`config.mk`:
```
export PLATFORM = sky130hd
export DESIGN_NAME = pwm_duty_decoder
export DESIGN_NICKNAME = d
export VERILOG_FILES = /design/src/rtl/pwm_duty_decoder.sv
export SDC_FILE = /design/constraint.sdc
export NUM_CORES = 1
export LEC_CHECK = 0
export BUFFER_PORTS_ARGS = -buffer_cell sky130_fd_sc_hd__clkbuf_2
export CAP_MARGIN = 20
export CORE_MARGIN = 2
export CORE_UTILIZATION = 50
export CTS_BUF_LIST = sky130_fd_sc_hd__clkbuf_8
export DETAILED_ROUTE_END_ITERATION = 7
export PLACE_DENSITY = 0.69
export SYNTH_ARGS = -nofsm -noshare
export SYNTH_HDL_FRONTEND = slang
export SYNTH_SLANG_ARGS = --single-unit
```
`constraint.sdc`:
```
create_clock -name clk -period 5.85 [get_ports clk]
set_input_delay 1.17 -clock clk [delete_from_list [all_inputs] [get_ports clk]]
set_output_delay 1.17 -clock clk [all_outputs]
set_load 0.02 [all_outputs]
```
`src/rtl/pwm_duty_decoder.sv`:
```
// Recovers per-channel PWM duty (high cycles per 2^PERIOD_BITS frame) and flags changes/stability.
// Latency: 2-cycle input sync, result one edge after frame end; first valid 2 frames after reset; no backpressure.
module pwm_duty_decoder #(
  parameter int CHANNELS      = 8,
  parameter int PERIOD_BITS   = 8,
  parameter int STABLE_FRAMES = 4
) (
  input  logic                                clk,
  input  logic                                rst_n,
  input  logic [CHANNELS-1:0]                 pwm_in,
  output logic [CHANNELS*(PERIOD_BITS+1)-1:0] duty_flat,
  output logic                                sample_valid,
  output logic [CHANNELS-1:0]                 changed_mask,
  output logic                                stable
);

  localparam int DW = PERIOD_BITS + 1;
  localparam logic [7:0] STABLE_MAX = 8'(STABLE_FRAMES);

  typedef enum logic {WARMUP, MEASURE} state_t;

  state_t                        state_q, state_d;
  logic [CHANNELS-1:0]           sync_q1, sync_q2;
  logic [PERIOD_BITS-1:0]        frame_cnt;
  logic [CHANNELS-1:0][DW-1:0]   hi_cnt;
  logic [CHANNELS-1:0][DW-1:0]   end_val;
  logic [CHANNELS-1:0][DW-1:0]   duty_q;
  logic [CHANNELS-1:0]           chg_d;
  logic [7:0]                    stable_cnt;
  logic                          frame_end;
  logic                          meas_en;

  assign frame_end = &frame_cnt;
  assign duty_flat = duty_q;

  always_ff @(posedge clk or negedge rst_n) begin
    if (!rst_n) begin
      sync_q1   <= '0;
      sync_q2   <= '0;
      frame_cnt <= '0;
      state_q   <= WARMUP;
    end else begin
      sync_q1   <= pwm_in;
      sync_q2   <= sync_q1;
      frame_cnt <= frame_cnt + PERIOD_BITS'(1);
      state_q   <= state_d;
    end
  end

  // The closing sample is folded in so a window is exactly 2^PERIOD_BITS samples.
  always_comb begin
    end_val = '0;
    chg_d   = '0;
    for (int i = 0; i < CHANNELS; i++) begin
      end_val[i] = hi_cnt[i] + DW'(sync_q2[i]);
      chg_d[i]   = (end_val[i] != duty_q[i]);
    end
  end

  // The first frame after reset includes synchronizer reset values, so it is dropped.
  always_comb begin
    state_d = state_q;
    meas_en = 1'b0;
    case (state_q)
      WARMUP: begin
        if (frame_end) state_d = MEASURE;
      end
      MEASURE: begin
        meas_en = frame_end;
      end
      default: state_d = WARMUP;
    endcase
  end

  always_ff @(posedge clk or negedge rst_n) begin
    if (!rst_n) begin
      hi_cnt <= '0;
    end else if (frame_end) begin
      hi_cnt <= '0;
    end else begin
      hi_cnt <= end_val;
    end
  end

  always_ff @(posedge clk or negedge rst_n) begin
    if (!rst_n) begin
      duty_q       <= '0;
      changed_mask <= '0;
      sample_valid <= 1'b0;
    end else begin
      sample_valid <= meas_en;
      if (meas_en) begin
        duty_q       <= end_val;
        changed_mask <= chg_d;
      end
    end
  end

  always_ff @(posedge clk or negedge rst_n) begin
    if (!rst_n) begin
      stable_cnt <= '0;
      stable     <= 1'b0;
    end else if (meas_en) begin
      if (|chg_d) begin
        stable_cnt <= '0;
        stable     <= 1'b0;
      end else begin
        if (stable_cnt < STABLE_MAX) stable_cnt <= stable_cnt + 8'd1;
        if (stable_cnt >= STABLE_MAX - 8'd1) stable <= 1'b1;
      end
    end
  end

endmodule
```
==> results of run 1 <==
[cells by family after synthesis]
group | count (synthesis) | synth area share
AOI/OAI and AO/OA | 120 | 0.0814
xor gates and xnor gates | 135 | 0.138
adders and majority gates | 24 | 0.0335
buffers and inverters | 43 | 0.0196
DFF | 187 | 0.527
and+or+nand+nor | 375 | 0.201
[synthesized netlist by cell type, drive strengths merged, types with 3 or more instances]
| cell type | n | area, µm² |
|---|---|---|
| dfrtp | 187 | 4680 |
| nand2 | 150 | 566 |
| nor2 | 89 | 334 |
| xnor2 | 75 | 657 |
| o21ai | 72 | 360 |
| xor2 | 57 | 499 |
| nand3 | 44 | 220 |
| clkbuf | 26 | 97.6 |
| ha | 23 | 288 |
| nor2b | 20 | 125 |
| nand4 | 15 | 93.8 |
| and3 | 11 | 80.1 |
| a21oi | 10 | 50.1 |
| inv | 9 | 33.8 |
| and2 | 8 | 50.1 |
| buf | 7 | 38.8 |
| nor3 | 7 | 35.0 |
| nand2b | 6 | 37.5 |
| a31oi | 5 | 31.3 |
| and4 | 5 | 47.6 |
| o211ai | 5 | 37.5 |
| nor4 | 4 | 31.3 |
| nor3b | 3 | 22.5 |
| o221ai | 3 | 26.3 |
[routing by layer]
| layer | share of wire | vias up | track usage |
|---|---|---|---|
| met4 | 0.012 | 0 | 0.0630 |
| met1 | 0.49 | 3022 | 0.290 |
| li1 | - | 3130 | - |
| met3 | 0.038 | 18 | 0.0453 |
| met2 | 0.46 | 106 | 0.317 |
| met5 | 0 | - | 0 |
[final timing paths]
kind | from | to | slack, ps | cells past startpoint
max | sync_q2[6] | stable_cnt[4] | 2720 | 10
min in group asynchronous | rst_n | sync_q1[3] | 780 | 1
max in group asynchronous | rst_n | duty_flat[5] | 3850 | 2
min reg2reg | sync_q1[2] | sync_q2[2] | 360 | 0
max reg2reg | sync_q2[6] | stable_cnt[4] | 2720 | 10
min | sync_q1[2] | sync_q2[2] | 360 | 0
[final cells by class]
type | instances | share of cell area
Sequential cell | 187 | 0.472
Multi-Input combinational cell | 654 | 0.407
Timing Repair Buffer | 95 | 0.0498
Tap cell | 225 | 0.0284
Clock buffer | 17 | 0.0236
Clock inverter | 15 | 0.0164
Inverter | 10 | 0.00378
[registers in the layout, indices dropped and copies added (netlist names)]
register / cells
frame_cnt: 8
sample_valid: 1
sync_q1: 8
duty_flat: 72
sync_q2: 8
state_q: 1
hi_cnt: 72
stable_cnt: 8
stable: 1
changed_mask: 8
[where the power goes]
part           internal, mW  total [mW]  switching [mW]
clock network         0.388       0.872           0.484
registers              1.48        1.70           0.222
logic                 0.442       0.919           0.477
[worst max-delay path, stage by stage, from the launching register on]
cell,delay [ps]
dfrtp_1,380
ha_1,210
ha_1,320
xor2_1,180
a211oi_1,230
o21ai_0,120
nand4b_1,180
nor4bb_1,660
nor4b_4,420
a31o_2,250
and2_1,130
==> results_dict.tcl, run 1 <==
set metrics [dict create \
    clk_latency_ps 450 \
    die_y_um 137 \
    firstDrtPassIters 4 \
    seqCellArea_um2 4680 \
    ys_seq_area_frac 0.527 \
    fin_tns_setup_ps 0 \
    yosys_most_used_dff "dfrtp_1" \
    die_area_um2 18800 \
    hpwl_mm 12.2 \
    ys_ff_latch 187 \
    status "finished, final reports clean" \
    setup_slack_ps 2720 \
    cp-start-kind "flop" \
    synth.avg_cell_area_um2 10.0 \
    layout_common_cells "dfrtp_1, nand2_1, clkbuf_2" \
    cts_root_buf "clkbuf_8" \
    wirelength_mm 17.8 \
    cap_viol_max_count 0 \
    dpl_cell_area_um2 9530 \
    port_buffers 91 \
    ant_nets 0 \
    drc 0 \
    rsz0062_at_grt "no" \
    fin_util 0.572 \
    synth_edf_count 0 \
    fin_crit_sh 0.534 \
    layout-drive-gt1-share 0.147 \
    cts-hold-fix-buffers 0 \
    grt_pass1_vias 6244 \
    worst_hold_slack_ps 356 \
    grt_pass1_wl_mm 30.6 \
    synth_cell_type_count 67 \
    max_freq_mhz 320 \
    critPathCaptureType "flop" \
    gp_congestion 0.825 \
    syn_nets 917 \
    cts_setup_buffers 0 \
    drtIter0Drc 355 \
    grt_max_degree 108 \
    setup_viol 0 \
    fp.coreArea_um2 17400 \
    fin_worst_skew_ps 9.50 \
    synth_warnings 0 \
    crit_fanout 5 \
    numCtsBuffers 17 \
    final_area_um2 9920 \
    layout_min_cycle_time_ps 3130 \
    fillerInstances 1516 \
    worst_pin_slew_ps 911 \
    synth-async-reset-ratio 1.00 \
    peakVddDrop_v 0.000206 \
    initial_core_util 0.512 \
    die_w_um 137 \
    dp_slack_ps 2760 \
    clock_sinks 187 \
    powerDensity_nw_per_um2 352 \
    num_antenna_cells 0 \
    path_class "reg2reg" \
    grt_antenna_before_repair 0 \
    gr-total-overflow 0 \
    required_ps 6250 \
    relSlewSlack 0.389 \
    cts_tree "done" \
    cts_resized 0 \
    final_max_slew_viol_count 0 \
    area_growth_pct 11.8 \
    track_usage 0.205 \
    synthCells 884 \
    io_pins 92 \
    hold_viol 0 \
    cts_max_path_buffers 2 \
    placedCellCount 1171 \
    final_nets 998 \
    vias 6276 \
    wire_per_inst_um 14.8 \
    instances_no_fill 1203 \
    min_path_type "reg2reg" \
    layout_commonest_cell "dfrtp_1" \
    power.total_mw 3.49 \
    arrival_ps 3530 \
    rows 48 \
    h-tree-depth 4 \
    syn_area_um2 8880 \
    cts.clk_slew.worst_paths_ps 100 \
    viasPerCell 5.22 \
    multi_input_area_um2 4040 \
    p_leak_nw 4.66 \
]
(Power assumes the default switching activity.)
==> inputs of run 2 (changes only) <==
ABC_AREA = 1   (was unset)
clock period = 3.1 ns   (was 5.85 ns; I/O delays follow)
==> run 2 against run 1 <==
Effect of this change:
- total power is 98% higher
- die area increased by 5.8%
- hold slack got worse by 240 ps
- largest cell class unchanged
- largest power group unchanged
==> results_dict.tcl, run 2 <==
set metrics [dict create \
    status "finished, final reports clean" \
    synth.avg_cell_area_um2 7.69 \
    min_path_type "in2async" \
    pwr-share-seq 0.451 \
    synth_top_family_by_area "simple AND/OR/NAND/NOR gates" \
    viasPerCell 4.93 \
    synthMuxAreaShare 0 \
    wire_per_inst_um 12.2 \
    cts_max_path_buffers 2 \
    synth_cell_type_count 26 \
    synth_top_area_share 0.497 \
    seqCellArea_um2 4680 \
    synth-adder-area-share 0.0306 \
    port_buffers 91 \
    setup_viol 0 \
    clock_power_share 0.234 \
    fin_tns_setup_ps 0 \
    layout_common_cells "nand2_1, dfrtp_1, nor2_1" \
    grt_util_met3 0.0428 \
    grt_pass1_vias 7336 \
    peakVddDrop_v 0.000355 \
    cts_tree "done" \
    die_w_um 141 \
    die_y_um 141 \
    cts_setup_buffers 0 \
    area_growth_pct 12.3 \
    multi_input_area_um2 4080 \
    drtIter0Drc 403 \
    synth-simple-area-share 0.319 \
    ant_nets 0 \
    final_max_slew_viol_count 0 \
    num_antenna_cells 0 \
    yosys_most_used_dff "dfrtp_1" \
    arrival_ps 2920 \
    grt_pass1_wl_mm 33.4 \
    gr-usage-met2 0.342 \
    synthTopCellsByCount "nand2_1, dfrtp_1, nor2_1" \
    worst_pin_slew_ps 626 \
    firstDrtPassIters 5 \
    fin_worst_skew_ps 17.6 \
    worst_hold_slack_ps 119 \
    yosysTopAreaCell "dfrtp_1" \
    synthCells 1224 \
    layout-drive-gt1-share 0.119 \
    initial_core_util 0.506 \
    p_comb_frac 0.314 \
    ys_ff_latch 187 \
    layout_commonest_cell "nand2_1" \
    fillerInstances 1710 \
    cp-start-kind "flop" \
    path_class "reg2reg" \
    numCtsBuffers 17 \
    cap_viol_max_count 0 \
    io_pins 92 \
    fin_crit_sh 0.814 \
    hold_viol 0 \
    relSlewSlack 0.583 \
    yosysMostFrequentCell "nand2_1" \
    crit_fanout 5 \
    critPathCaptureType "flop" \
    power.total_mw 6.91 \
    p_sw_frac 0.383 \
    rsz0062_at_grt "no" \
    drc 0 \
    synthTopCellsByArea "dfrtp_1, nand2_1, nor2_1" \
    clock_sinks 187 \
    intPower_mw 4.26 \
    gr-total-overflow 0 \
    cts.clk_slew.worst_paths_ps 100 \
    vias 7718 \
    p_leak_nw 5.55 \
    clk_latency_ps 470 \
    power_switching_mw 2.64 \
    use_met1 0.279 \
    track_usage 0.206 \
    cts-hold-fix-buffers 0 \
    grt_busiest_layer "met2" \
    synth_compound_area_frac 0.0597 \
    synth-async-reset-ratio 1.00 \
    required_ps 3500 \
    ys_seq_area_frac 0.497 \
    final_nets 1351 \
    fp.coreArea_um2 18600 \
    grt_antenna_before_repair 0 \
    die_area_um2 19900 \
    h-tree-depth 4 \
    grt_max_degree 73 \
    powerDensity_nw_per_um2 653 \
    wirelength_mm 19.1 \
    synth_edf_count 0 \
    synth-xor-area-share 0.0238 \
    syn_area_um2 9410 \
    syn_nets 1257 \
    rows 50 \
    cts_resized 0 \
    cts_root_buf "clkbuf_8" \
    layout_min_cycle_time_ps 2520 \
    gp_congestion 0.803 \
    synth_warnings 0 \
    max_freq_mhz 396 \
    hpwl_mm 13.5 \
]
-- run 2: cell types whose count changed in the layout (fill, tap and decap cells not counted), moves of 7 or more --
| cell | before | now |
|---|---|---|
| nand2_1 | 148 | 398 |
| nand3b_1 | 0 | 23 |
| xnor2_1 | 75 | 9 |
| nor2b_1 | 20 | 0 |
| inv_1 | 9 | 144 |
| nand3_1 | 44 | 103 |
| nor2_1 | 89 | 151 |
| o21ai_1 | 0 | 14 |
| and2_1 | 8 | 0 |
| nor2_2 | 0 | 8 |
| xor2_1 | 57 | 14 |
| and3_1 | 7 | 0 |
-- run 2: worst max-delay path, cell delays in order, from the launching register on --
cell	delay (ps)
dfrtp_1	380
ha_1	210
ha_1	210
nand2_1	100
inv_1	100
nor2_1	200
inv_1	80
nand2_1	60
nand2_1	40
nor2_1	130
nand2_1	90
inv_1	60
nand2_1	60
nor2_1	130
nand2_1	90
nor2_1	160
nand3_2	140
nand2_2	110
nand2_1	50
nand2_1	50
-- run 2: area by class of cell --
type / instances / share of cell area
multi-input combinational: 865 / 0.386
clock inverter: 15 / 0.0141
sequential: 187 / 0.443
timing repair buffer: 99 / 0.0544
clock buffer: 17 / 0.0221
inverter: 148 / 0.0528
tap: 234 / 0.0277
-- run 2: logic make-up (layout without fill, tap and decap cells) --
kind of cell,Yosys count,count (layout)
flip-flops,187,187
adder cells (fa/ha/maj),23,23
AO/OA/AOI/OAI,107,107
XOR/XNOR,24,24
buffers and inverters,172,279
AND/OR/NAND/NOR,711,711
-- run 2: per-stage QoR --
stage               instance area [µm²]  cells   util  setup WS, ps
floorplan                          9410   1224      -          1030
global placement                  10200   1533  0.548           625
detailed placement                10200   1533  0.548           603
CTS                               10600   1565  0.569           560
global route                      10600   1565  0.569           175
finish                            10600   1565  0.569           578
-- run 2: power by group through the flow --
stage	clock [mW]	sequential (mW)	combinational, mW
finish	1.62	3.12	2.17
detailed placement	0	3.16	2.18
global placement	0	3.15	2.13
global route	1.76	3.18	2.60
CTS	1.67	3.11	2.19
floorplan	0	3.09	1.77
-- run 2: worst paths after layout --
check,to,cells past startpoint,slack [ps],startpoint
hold / removal,sync_q2[1],1,120,rst_n
max in group asynchronous,hi_cnt[6],2,2260,rst_n
min in group clk,sync_q1[3],1,250,pwm_in[3]
setup reg to reg,stable_cnt[0],19,580,sync_q2[6]
hold reg to reg,sync_q2[4],0,360,sync_q1[4]
setup / recovery,stable_cnt[0],19,580,sync_q2[6]
-- run 2: routing by layer --
layer	vias to the layer above	wire, µm
met5	-	0
met3	16	691
met2	121	8940
met1	3553	9320
li1	4028	-
met4	0	161
==> inputs of run 3 (changes only) <==
clock period = 2.4 ns   (was 3.1 ns; I/O delays follow)
==> run 3 against run 2 <==
Effect of this change:
- global-route usage shrank 0.41 points
- critical path type unchanged
- design area increased by 3.5%
- core utilization grew 2.0 points
- setup slack worse by 420 ps
==> results_dict.tcl, run 3 (synthesis results as in run 2) <==
set metrics [dict create \
    status "finished, final reports clean" \
    fin_tns_setup_ps 0 \
    cap_viol_max_count 0 \
    cts_tree "done" \
    path_class "reg2reg" \
    fin_worst_skew_ps 18.2 \
    firstDrtPassIters 5 \
    numCtsBuffers 17 \
    peakVddDrop_v 0.000432 \
    r2r_end "stable_cnt[2]" \
    grt_max_degree 109 \
    required_ps 2790 \
    p_leak_nw 5.60 \
    drc 0 \
    power.total_mw 9.49 \
    wirelength_mm 19.5 \
    viasPerCell 4.94 \
    h-tree-depth 4 \
    hpwl_mm 13.4 \
    startpoint "hi_cnt[27]" \
    arrival_ps 2630 \
    ff2ff_path_depth 15 \
    setup_viol 0 \
    powerDensity_nw_per_um2 868 \
    cts_root_buf "clkbuf_8" \
    crit_fanout 5 \
    rows 50 \
    layout_commonest_cell "nand2_1" \
    gr-total-overflow 0 \
    cts-hold-fix-buffers 0 \
    port_buffers 91 \
    final_max_slew_viol_count 0 \
    die_area_um2 19900 \
    layout-drive-gt1-share 0.171 \
    layout_common_cells "nand2_1, dfrtp_1, inv_1" \
    io_pins 92 \
    initial_core_util 0.506 \
    hold_viol 0 \
    max_freq_mhz 446 \
    fp.coreArea_um2 18600 \
    vias 7768 \
    track_usage 0.202 \
    grt_pass1_vias 7174 \
    area_growth_pct 16.2 \
    layout_min_cycle_time_ps 2240 \
    grt_antenna_before_repair 0 \
    wire_per_inst_um 12.4 \
    r2r_slack_ps 160 \
    clock_sinks 187 \
    rsz0062_at_grt "yes" \
    final_nets 1359 \
    cp-start-kind "flop" \
    grt_pass1_wl_mm 32.9 \
    min_path_type "in2async" \
    cts_max_path_buffers 2 \
    drtIter0Drc 392 \
    clk_latency_ps 470 \
    cts.clk_slew.worst_paths_ps 100 \
    die_y_um 141 \
    critPathCaptureType "flop" \
    relSlewSlack 0.609 \
    worst_pin_slew_ps 586 \
    rr_startpoint "hi_cnt[27]" \
    num_antenna_cells 0 \
    ant_nets 0 \
    gp_congestion 0.802 \
    die_w_um 141 \
    fin_crit_sh 0.934 \
]
run 3: critical path: stages (launching register included):
cell and delay, ps:
dfrtp_1 380, ha_2 200, ha_4 270, xnor2_1 110, nand2_1 80, nor2_1 90, nand3_1 110, nor2_2 130
nand2_1 90, nor2_4 160, nand2_1 90, nor2_2 110, nand3_2 120, nand2_2 100, nand2_1 50, nand2_1 60
run 3: metrics by stage:
stage	setup WS (ps)	hold slack, ps	cell area, µm²	std cells	util
final	159	6.69	10900	1573	0.588
after global routing	-40.9	27.6	10900	1573	0.588
after CTS	0.667	35.1	10600	1566	0.572
after detailed placement	-59.2	335	10200	1533	0.548
after global placement	-28.8	334	10200	1533	0.548
after floorplan	331	184	9410	1224	-
run 3: area by class of cell:
cell class | count | area, µm²
clock buffer | 17 | 234
clock inverter | 15 | 188
fill | 1677 | 7650
inverter | 148 | 566
multi-input combinational | 865 | 4340
sequential | 187 | 4680
tap | 234 | 293
timing repair buffer | 107 | 634
run 3: repair_timing:
| action | CTS | global route |
|---|---|---|
| setup endpoints to repair | 8 | 9 |
| resized for setup | 6 | 74 |
| pin swaps | 2 | 36 |
| setup buffers | 1 | 7 |
run 3: where the power goes:
part	internal (mW)	total (mW)	leakage, nW	switching [mW]
clock network	1.05	2.26	0.210	1.21
registers	3.62	4.08	2.44	0.467
logic	1.23	3.15	2.94	1.92
run 3: layer usage:
metal | GRT usage | vias to the layer above | wire (µm)
li1 | - | 4035 | -
met1 | 0.276 | 3592 | 9310
met2 | 0.335 | 125 | 9250
met3 | 0.0353 | 16 | 676
met4 | 0.0537 | 0 | 223
met5 | 0 | - | 0
run 3: worst max path at each step:
stage	endpoint	slack [ps]
after CTS	stable_cnt[1]	0.7
after global placement	stable_cnt[2]	-30
after detailed placement	stable_cnt[1]	-60
after global routing	stable_cnt[2]	-40
after floorplan	stable_cnt[2]	330
final	stable_cnt[2]	160
